<file path="src/rtl/shift_reg_32bits_pkg.sv">
// Shared definitions for the shift_reg_32bits universal shift register:
// the mode-select encoding on S and the default register width.
package shift_reg_32bits_pkg;

    // Default register width in bits.
    localparam int DEFAULT_WIDTH = 32;

    // Mode-select encoding carried on S.
    localparam logic [1:0] MODE_HOLD = 2'b00;
    localparam logic [1:0] MODE_SHR  = 2'b01;
    localparam logic [1:0] MODE_SHL  = 2'b10;
    localparam logic [1:0] MODE_LOAD = 2'b11;

    // Same encoding as an enum for readable debug views of S.
    typedef enum logic [1:0] {
        M_HOLD = 2'b00,
        M_SHR  = 2'b01,
        M_SHL  = 2'b10,
        M_LOAD = 2'b11
    } mode_e;

endpackage : shift_reg_32bits_pkg

</file>
<file path="src/rtl/shift_reg_32bits_cell.sv">
// shift_reg_cell: one bit of the universal shift register.
// A 4:1 mux picks hold / right-neighbour / left-neighbour / load data,
// and a flop with asynchronous active-low clear stores the result.
// Any S value other than the three active codes (including X/Z in
// simulation) falls through to the default arm and holds.
module shift_reg_cell
    import shift_reg_32bits_pkg::*;
(
    input  logic       clk,
    input  logic       rst_n,
    input  logic [1:0] sel,
    input  logic       shr_in,   // bit arriving when shifting right
    input  logic       shl_in,   // bit arriving when shifting left
    input  logic       load_in,  // parallel load bit
    output logic       q
);

    logic bit_d;
    logic bit_q;

    // Next-state mux; anything unrecognised on sel keeps the stored bit.
    always_comb begin
        bit_d = bit_q;
        case (sel)
            MODE_HOLD: bit_d = bit_q;
            MODE_SHR:  bit_d = shr_in;
            MODE_SHL:  bit_d = shl_in;
            MODE_LOAD: bit_d = load_in;
            default:   bit_d = bit_q;
        endcase
    end

    // Storage flop; clear wins immediately, release takes effect on the next edge.
    always_ff @(posedge clk or negedge rst_n) begin
        if (!rst_n) begin
            bit_q <= 1'b0;
        end else begin
            bit_q <= bit_d;
        end
    end

    assign q = bit_q;

endmodule : shift_reg_cell

</file>
<file path="src/rtl/shift_reg_32bits.sv">
// shift_reg_32bits: WIDTH-bit universal shift register (hold, shift right,
// shift left, parallel load) with asynchronous active-low reset.
// Built from WIDTH shift_reg_cell instances; this level only wires each
// cell to its neighbours and to the serial inputs at the two ends.
// Optional feature: define SHIFT_REG_32BITS_ROTATE_EN to turn the shifts
// into rotates (the bit leaving one end re-enters the other, SL/SR unused).
// Q comes straight from the cell flops, so there is no input-to-output
// combinational path. WIDTH must be at least 2.
module shift_reg_32bits
    import shift_reg_32bits_pkg::*;
#(
    parameter int WIDTH = DEFAULT_WIDTH
) (
    input  logic             CLK,
    input  logic             RST,
    input  logic             SL,
    input  logic             SR,
    input  logic [1:0]       S,
    input  logic [WIDTH-1:0] D,
    output logic [WIDTH-1:0] Q
);

    logic [WIDTH-1:0] q_bits;
    logic [WIDTH-1:0] shr_src;
    logic [WIDTH-1:0] shl_src;
    logic             msb_feed;
    logic             lsb_feed;

`ifdef SHIFT_REG_32BITS_ROTATE_EN
    // Rotate build: the end bits feed each other; serial inputs are ignored.
    logic serial_unused;
    assign serial_unused = SL ^ SR;
    assign msb_feed      = q_bits[0];
    assign lsb_feed      = q_bits[WIDTH-1];
`else
    // Plain shift build: SR enters at the top, SL at the bottom.
    assign msb_feed = SR;
    assign lsb_feed = SL;
`endif

    // Neighbour wiring: right shift pulls from the bit above, left from below.
    always_comb begin
        shr_src = {msb_feed, q_bits[WIDTH-1:1]};
        shl_src = {q_bits[WIDTH-2:0], lsb_feed};
    end

    genvar i;
    generate
        for (i = 0; i < WIDTH; i++) begin : g_cell
            shift_reg_cell u_cell (
                .clk     (CLK),
                .rst_n   (RST),
                .sel     (S),
                .shr_in  (shr_src[i]),
                .shl_in  (shl_src[i]),
                .load_in (D[i]),
                .q       (q_bits[i])
            );
        end
    endgenerate

    assign Q = q_bits;

endmodule : shift_reg_32bits

</file>
<file path="config.mk">
export PLATFORM = sky130hd
export DESIGN_NAME = shift_reg_32bits
export DESIGN_NICKNAME = d
export VERILOG_FILES = /design/src/rtl/shift_reg_32bits_pkg.sv /design/src/rtl/shift_reg_32bits_cell.sv /design/src/rtl/shift_reg_32bits.sv
export SDC_FILE = /design/constraint.sdc
export NUM_CORES = 1
export LEC_CHECK = 0
export BUFFER_PORTS_ARGS = -buffer_cell sky130_fd_sc_hd__buf_2
export CAP_MARGIN = 20
export CORE_AREA = 2 2 47 92
export DETAILED_ROUTE_END_ITERATION = 16
export DIE_AREA = 0 0 49 94
export GPL_ROUTABILITY_DRIVEN = 0
export PLACE_DENSITY = 0.71
export SLEW_MARGIN = 20
export SYNTH_ARGS = -nofsm -noshare
export SYNTH_HDL_FRONTEND = slang
export SYNTH_HIERARCHICAL = 1
export SYNTH_SLANG_ARGS = --single-unit
</file>
<file path="constraint.sdc">
create_clock -name CLK -period 0.85 [get_ports CLK]
set_input_delay 0.085 -clock CLK [delete_from_list [all_inputs] [get_ports CLK]]
set_output_delay 0.085 -clock CLK [all_outputs]
set_load 0.02 [all_outputs]
</file>
# == Word level (Yosys, flattened, before mapping) ==
# Cells that the tools add are included.
# word_totals
in_bits,38
elab_cells,68
ff_bits,32
out_inout_bits,32
# op_classes
n_eq_ne,3
reduce_logical,1
muxes,32
# ops
cell,n
$pmux W1 S3,32
$eq A2 B2 Y1 const B,2
$eq A2 B1 Y1 const B,1
$logic_not A2 Y1,1

# == Logic depth before layout (Yosys ltp) ==
# Gate-level depths: netlist of the first run.
# depth
depth_word,2
depth_mapped,1
depth_no_buf,1

# == Hierarchy ==
# Netlist of the first run, hierarchy kept.
# modules_own_cells
mod,cells_per_inst,seq_area_each_um2,instances,area_per_inst_um2
shift_reg_cell,2,25.0,32,47.5

# == Least setup slack after synthesis of the first run ==
# No wires, ideal clock.
# synth_path
path_kind,reg2reg
start,reg g_cell[9].u_cell.bit_q
end,reg g_cell[10].u_cell.bit_q
slack_ps,-198
stages_incl_launch_ff,2
t_required_ps,711
t_arrival_ps,909
period_less_slack_ps,1048
path_buffers,0
cell_sequence,dfrtp_1 > mux4_2
# synth_between
elab_chain_cells,1
# synth_lines
element,line,rtl
start: declaration,shift_reg_32bits_cell.sv:19,logic bit_q;
start signal: assignment,shift_reg_32bits_cell.sv:38,bit_q <= bit_d;
$pmux W1 S3,shift_reg_32bits_cell.sv:24,case (sel)
end signal: assignment,shift_reg_32bits_cell.sv:38,
end: declaration,shift_reg_32bits_cell.sv:19,
# No other way between the ends.
# A chain may end at the register's enable or synchronous reset.

# == Worst setup path in the final report of the first run ==
# layout_path
start,reg g_cell[28].u_cell.bit_q
end,reg g_cell[29].u_cell.bit_q
# layout_between
elab_chain_cells,1
# layout_lines
element,line
start: declaration,shift_reg_32bits_cell.sv:19
start signal: assignment,shift_reg_32bits_cell.sv:38
$pmux W1 S3,shift_reg_32bits_cell.sv:24
end signal: assignment,shift_reg_32bits_cell.sv:38
end: declaration,shift_reg_32bits_cell.sv:19
# No other way between the ends.

==> metrics.cfg, run 1 <==
[worst_setup_path]
worstPathArrival_ns=1.17
critPathMaxFanout=4
path_buf_inv=0
r2r_slack_ns=-0.17
max_stage_delay_ns=0.46
critPathKind=flip-flop to flip-flop
slowest_stage=mux4_2
cpLargestDelayFamily=multiplexers
cp_cell_sequence=mux4_2
end_kind=flip-flop
cp.required_ns=1.00
start_kind=flip-flop

[floorplanning]
dieWidth_um=49
ios=70
row_count=32
die-area_um2=4610
die_y_um=94
start_util_pct=39.2
core_area_um2=3880

[final_layout]
final_cell_mix=buf_2 (37), mux4_2 (32), dfrtp_2 (32), buf_6 (31), clkbuf_8 (7)
layout_commonest_cell=buf_2
drive_gt1_share_pct=99.3
largest_reg_flops=32
diodes=0
finalCoreUtilization_pct=61.1
fillers=306
syn_to_final_growth_pct=56.0
nets=184

[sta]
worst_pin_slew_ns=0.176
fin_ws_ns=-0.174
skew_ns=0.00318
fin_crit_sh_pct=120
finalSetupViolations=64
timing.final.hold_violations=0
worst_hold_slack_ns=0.118
max_slew_margin_pct=88.2
grt_setup_unrepaired=true
max_freq_mhz=976
tns_ns=-7.82
finalCriticalPeriod_ns=1.02
slew_violations=0

[clock_network]
path_clk_slew_ns=0.06
postCtsSetupBuffers=0
htreeDepth=2
clk_latency_ns=0.28
clockBufferDepth=2
cts_tree=built
clkSinkCount=32
cts-root-buf=clkbuf_8
cts_buffers=5

[power_and_ir_drop]
switchingPower_mw=1.80
leakage_nw=0.986
seqPwrFrac_pct=41.5
finalPower_mw=5.81
share_comb_of_total_power_pct=37.0
max-vdd-ir-drop_v=0.00143
clkPwrFrac_pct=21.5
swShare_pct=30.9
p_int_mw=4.02
powerDensity_nw_per_um2=2450

[grt]
grt_pass1_vias=1147
antenna_found_initial=0
grt_start_max_net_pins=33
grtUsageTotal_pct=16.4
overflow=0
grt_first_pass_wirelength_um=5580

[drt]
routed-wl-met3_um=171
vias=1049
first_pass_iters=2
top_layer_used=met4
vias_per_cell=5.32
drtIter0Drc=13
remaining_drc_errors=0
wl_um=3420
wl_met2_um=1890
wl_met1_um=1290
ant_nets=0
wl_per_cell_um=17.4

[logic_synthesis]
avgSynthCellArea_um2=23.8
ys_ff_latch=32
synth_fp_nets=102
yosysWarnings=6
postSynthCellCount=64
ys_seq_area_share_pct=52.6
syn_area_um2=1520
yosysUniqueCellTypes=2

[worst_hold_path]
hold_class=primary input to flip-flop

[place]
post-dp-hpwl_um=2450
post-place-ws_ns=-0.241
port_buffers=69

[run_status]
violations=negative setup slack
outcome=complete, but fails checks

[flow_run]
max_cap_violations=0

kinds of logic (layout without fill, tap and decap cells):
group | Yosys count | in the layout | share of synthesized area (%)
muxes | 32 | 32 | 47.4
DFF | 32 | 32 | 52.6
buffers and inverters | 0 | 82 | 0
timing repair:
| action | CTS | global route |
|---|---|---|
| resized for setup | 56 | 7 |
| setup endpoints to repair | 64 | 64 |
| hold endpoints to repair | 32 | 0 |
| hold buffers | 1 | 0 |
cell usage after synthesis, drive strengths merged:
library cell | count | share of area, %
mux4 | 32 | 47
dfrtp | 32 | 53
worst paths after layout:
check,from,to,cells after the start
worst max-delay path,g_cell[28].u_cell/q,g_cell[29].u_cell/q,1
worst min-delay path,D[28],g_cell[28].u_cell/q,2
worst max register to register,g_cell[28].u_cell/q,g_cell[29].u_cell/q,1
worst min register to register,g_cell[15].u_cell/q,g_cell[16].u_cell/q,1
max in group asynchronous,RST,g_cell[15].u_cell/q,3
min in group asynchronous,RST,g_cell[0].u_cell/q,3
power by group through the flow:
stage,Sequential (mW),Clock [mW],Combinational (mW)
detailed placement,2.34,0,1.75
global placement,2.33,0,1.72
CTS,2.40,1.28,2.12
finish,2.41,1.25,2.15
global route,2.48,1.36,2.25
floorplan,2.72,0,0.627
metal layers:
| layer | GRT usage [%] | vias up |
|---|---|---|
| met2 | 25.8 | 40 |
| met4 | 7.86 | 0 |
| met3 | 4.30 | 5 |
| li1 | - | 456 |
| met1 | 21.2 | 548 |
| met5 | 0 | - |
per-stage QoR:
step / area [um^2] / instances
CTS: 2350 / 197
finish: 2370 / 197
global route: 2370 / 197
global placement: 2070 / 189
detailed placement: 2070 / 189
floorplan: 1560 / 64
area by class of cell:
cell class / instances / area, um^2 / area share, %
Sequential cell: 32 / 841 / 35.4
Multi-Input combinational cell: 32 / 721 / 30.4
Tap cell: 51 / 63.8 / 2.69
Timing Repair Buffer: 75 / 652 / 27.5
Clock buffer: 7 / 96.3 / 4.06
(Power assumes the default switching activity.)
==> run 2: changes to the inputs <==
Settings changed: SKIP_CTS_REPAIR_TIMING from default to 1.
==> metrics.cfg, run 2 (same netlist as run 1, synthesis figures left out) <==
[run_status]
outcome=complete, but fails checks
violations=negative setup slack

[worst_hold_path]
min_from=D[28]
min_path_cells=2  ; unchanged
min_to=g_cell[28].u_cell/q
hold_class=primary input to flip-flop

[final_layout]
syn_to_final_growth_pct=55.3
diodes=0  ; unchanged
final_area_um2=2360  ; -0.42%
layout_commonest_cell=buf_2
nets=184  ; unchanged
largest_reg_flops=32  ; unchanged
final_cell_mix=buf_2 (38), mux4_2 (32), dfrtp_2 (32), buf_6 (29), clkbuf_8 (7)
drive_gt1_share_pct=99.3  ; unchanged

[sta]
max_slew_margin_pct=88.2  ; about the same
finalSetupViolations=64  ; unchanged
fin_ws_ns=-0.177  ; -0.00328 ns
worst_pin_slew_ns=0.176  ; +0.000111 ns
max_freq_mhz=973  ; -0.32%
finalCriticalPeriod_ns=1.03  ; +0.00327 ns
tns_ns=-7.86  ; -0.0386 ns
grt_setup_unrepaired=true
fin_crit_sh_pct=121  ; +0.39 points
skew_ns=0.00309  ; -0.0000878 ns
timing.final.hold_violations=0  ; unchanged
slew_violations=0  ; unchanged

[clock_network]
path_clk_slew_ns=0.06  ; about the same
clkSinkCount=32  ; unchanged
htreeDepth=2  ; unchanged
cts_tree=built
clk_latency_ns=0.28  ; about the same
clockBufferDepth=2  ; unchanged
cts_buffers=5  ; unchanged
cts-root-buf=clkbuf_8

[place]
port_buffers=69  ; unchanged
post-dp-hpwl_um=2450  ; unchanged
placed_area_um2=2070  ; unchanged

[worst_setup_path]
r2r_cells=1  ; unchanged
slowest_stage=mux4_2
r2r_slack_ns=-0.18  ; about the same
max_stage_delay_ns=0.46  ; about the same
cp.required_ns=1.00  ; about the same
r2r-start=g_cell[28].u_cell/q
cp_cell_sequence=mux4_2
path_buf_inv=0  ; unchanged
critPathKind=flip-flop to flip-flop
start_kind=flip-flop
cp.depth=1  ; unchanged
cpLargestDelayFamily=multiplexers
critPathMaxFanout=4  ; unchanged
r2r_end=g_cell[29].u_cell/q
worstPathArrival_ns=1.18  ; about the same
end_kind=flip-flop

[floorplanning]
core_area_um2=3880  ; unchanged
ios=70  ; unchanged
die_y_um=94  ; unchanged
die-area_um2=4610  ; unchanged
row_count=32  ; unchanged
start_util_pct=39.2  ; unchanged
dieWidth_um=49  ; unchanged

[flow_run]
max_cap_violations=0  ; unchanged

[drt]
ant_nets=0  ; unchanged
drtIter0Drc=16  ; +3
remaining_drc_errors=0  ; unchanged
vias_per_cell=5.34  ; +0.19%
wl_per_cell_um=17.2  ; -0.99%
wl_um=3390  ; -0.99%
vias=1051  ; +0.19%
first_pass_iters=2  ; unchanged

[grt]
grtUsageTotal_pct=15.6  ; -0.83 points
grt_pass1_vias=1090  ; -5.0%
overflow=0  ; unchanged
antenna_found_initial=0  ; unchanged
grt_start_max_net_pins=33  ; unchanged
grt_first_pass_wirelength_um=5260  ; -5.6%

[power_and_ir_drop]
max-vdd-ir-drop_v=0.00142  ; -0.25%
leakage_nw=0.983  ; -0.34%
powerDensity_nw_per_um2=2450  ; about the same

[run 2: area by class of cell]
class | instances | area [um^2]
fillers | 304 | 1520
repair buffers | 75 | 642
clock buffers | 7 | 96.3
multi-input cells | 32 | 721
well taps | 51 | 63.8
flip-flops and latches | 32 | 841
[run 2: power by group]
group	switching, mW	leakage, nW	internal [mW]
Combinational	0.815	0.590	1.31
Sequential	0.447	0.342	1.96
Clock	0.535	0.0503	0.720
[run 2: how the worst max path moves through the flow]
| stage | slack (ns) | from | endpoint |
|---|---|---|---|
| 5_1_grt | -0.20 | g_cell[21].u_cell/q | g_cell[22].u_cell/q |
| 3_5_place_dp | -0.24 | S[0] | g_cell[17].u_cell/q |
| 2_1_floorplan | -0.18 | g_cell[9].u_cell/q | g_cell[10].u_cell/q |
| 6_report | -0.18 | g_cell[28].u_cell/q | g_cell[29].u_cell/q |
| 3_3_place_gp | -0.22 | S[0] | g_cell[14].u_cell/q |
| 4_1_cts | -0.17 | g_cell[4].u_cell/q | g_cell[4].u_cell/q |
[run 2: layer usage]
| layer | part of all wire [%] | track usage [%] | vias to the layer above | wire [um] |
|---|---|---|---|---|
| met3 | 5.1 | 4.14 | 5 | 174 |
| met2 | 55 | 24.2 | 40 | 1870 |
| met4 | 1.9 | 7.86 | 0 | 65 |
| li1 | - | - | 456 | - |
| met1 | 38 | 20.2 | 550 | 1280 |
| met5 | 0 | 0 | - | 0 |
[run 2: through the flow]
step | instances | worst slack, ns | utilization [%] | hold slack (ns) | power [mW]
after floorplan | 64 | -0.179 | - | -0.211 | 3.35
after global placement | 189 | -0.216 | 53.3 | 0.0437 | 4.05
after detailed placement | 189 | -0.241 | 53.3 | 0.0533 | 4.09
after CTS | 196 | -0.175 | 55.8 | -0.250 | 5.36
after global routing | 197 | -0.198 | 60.9 | 0.115 | 6.06
final | 197 | -0.177 | 60.9 | 0.117 | 5.79
==> run 3: changes to the inputs <==
Settings changed: CELL_PAD_IN_SITES_DETAIL_PLACEMENT from default to 1, CELL_PAD_IN_SITES_GLOBAL_PLACEMENT from default to 2, CORE_AREA 2 2 47 92 to 2 2 55 108, DIE_AREA 0 0 49 94 to 0 0 57 110, PLACE_DENSITY 0.71 to default, PLACE_DENSITY_LB_ADDON from default to 0.1.
==> metrics.cfg, run 3 (same netlist as run 1, synthesis figures left out) <==
[final_layout]
drive_gt1_share_pct=98.6  ; -0.67 points
nets=185  ; +0.54%
fillers=559  ; +84%
largest_reg_flops=32  ; unchanged
diodes=0  ; unchanged
finalNonFillerCells=208  ; +5.6%
layout_commonest_cell=buf_2
final_cell_mix=buf_2 (39), mux4_2 (32), dfrtp_2 (32), buf_6 (31), clkbuf_8 (5)
finalCoreUtilization_pct=44.0  ; -17 points
syn_to_final_growth_pct=56.8
final_area_um2=2390  ; +0.95%

[sta]
skew_ns=0.00483  ; +0.00173 ns
grt_setup_unrepaired=true
timing.final.hold_violations=0  ; unchanged
worst_hold_slack_ns=0.115  ; -0.00235 ns
fin_ws_ns=-0.196  ; -0.0186 ns
finalSetupViolations=64  ; unchanged
finalCriticalPeriod_ns=1.05  ; +0.0186 ns
tns_ns=-8.28  ; -0.420 ns
worst_pin_slew_ns=0.184  ; +0.00792 ns
slew_violations=0  ; unchanged
max_slew_margin_pct=87.7  ; -0.53 points
max_freq_mhz=956  ; -1.8%
fin_crit_sh_pct=123  ; +2.2 points

[power_and_ir_drop]
max-vdd-ir-drop_v=0.00136  ; -4.7%
finalPower_mw=6.04  ; +4.3%
powerDensity_nw_per_um2=2530  ; +3.3%
leakage_nw=0.990  ; +0.68%

[place]
port_buffers=69  ; unchanged
post-place-ws_ns=-0.262  ; -0.0205 ns
placed_area_um2=2080  ; +0.30%
dpl.cell_count=199  ; +5.3%
post-dp-hpwl_um=3100  ; +26%

[clock_network]
clk_latency_ns=0.28  ; about the same
cts-root-buf=clkbuf_8
cts_tree=built
cts_buffers=5  ; unchanged
clkSinkCount=32  ; unchanged
clockBufferDepth=2  ; unchanged
path_clk_slew_ns=0.07  ; about the same
htreeDepth=2  ; unchanged

[run_status]
violations=negative setup slack
outcome=complete, but fails checks

[floorplanning]
die-area_um2=6270  ; +36%
row_count=38  ; +19%
dieWidth_um=57  ; +16%
start_util_pct=28.1  ; -11 points
core_area_um2=5420  ; +40%
ios=70  ; unchanged
die_y_um=110  ; +17%

[worst_setup_path]
worstPathArrival_ns=1.19  ; about the same
cpLargestDelayFamily=multiplexers
crit_path_start=g_cell[16].u_cell/q
cp.required_ns=1.00  ; about the same
cp_cell_sequence=mux4_2
max_stage_delay_ns=0.48  ; +0.02 ns
slowest_stage=mux4_2
path_buf_inv=0  ; unchanged
end_kind=flip-flop
start_kind=flip-flop
critPathKind=flip-flop to flip-flop
critPathMaxFanout=4  ; unchanged
r2r-start=g_cell[16].u_cell/q

[drt]
wl_um=4090  ; +21%
vias=1086  ; +3.3%
vias_per_cell=5.22  ; -2.1%
remaining_drc_errors=0  ; unchanged
wl_per_cell_um=19.7  ; +14%
first_pass_iters=4  ; +2
ant_nets=0  ; unchanged
drtIter0Drc=31  ; +15

[grt]
grt_first_pass_wirelength_um=6760  ; +28%
grt_start_max_net_pins=33  ; unchanged
grtUsageTotal_pct=14.2  ; -1.4 points
overflow=0  ; unchanged
grt_pass1_vias=1261  ; +16%
antenna_found_initial=0  ; unchanged

[worst_hold_path]
hold_class=primary input to flip-flop
min_from=D[11]

[flow_run]
max_cap_violations=0  ; unchanged

==> run 3: where the power goes <==
group	total, mW	internal (mW)	switching (mW)
clock network	1.44	0.870	0.575
registers	2.43	1.96	0.465
logic	2.17	1.33	0.839
total	6.04	4.16	1.88
==> run 3: per-layer routing <==
layer | share of wire (%) | global-route usage [%] | up-vias
met5 | 0 | 0 | -
met4 | 1.7 | 5.48 | 0
met3 | 5.7 | 2.92 | 7
met2 | 55 | 24.5 | 48
met1 | 37 | 17.2 | 577
li1 | - | - | 454
==> run 3: worst paths after layout <==
kind / to / slack (ns) / cells after the start
max: g_cell[17].u_cell/q / -0.20 / 1
min: g_cell[11].u_cell/q / 0.11 / 2
max reg2reg: g_cell[17].u_cell/q / -0.20 / 1
min reg2reg: g_cell[20].u_cell/q / 0.64 / 1
max in group asynchronous: g_cell[6].u_cell/q / 0.37 / 3
min in group asynchronous: g_cell[25].u_cell/q / 0.29 / 3
==> run 3: layout make-up <==
cell class | count | area, um^2 | area share (%)
sequential | 32 | 841 | 35.2
timing repair buffer | 76 | 642 | 26.9
multi-input combinational | 32 | 721 | 30.2
tap | 60 | 75.1 | 3.15
clock inverter | 2 | 35.0 | 1.47
clock buffer | 6 | 72.6 | 3.04
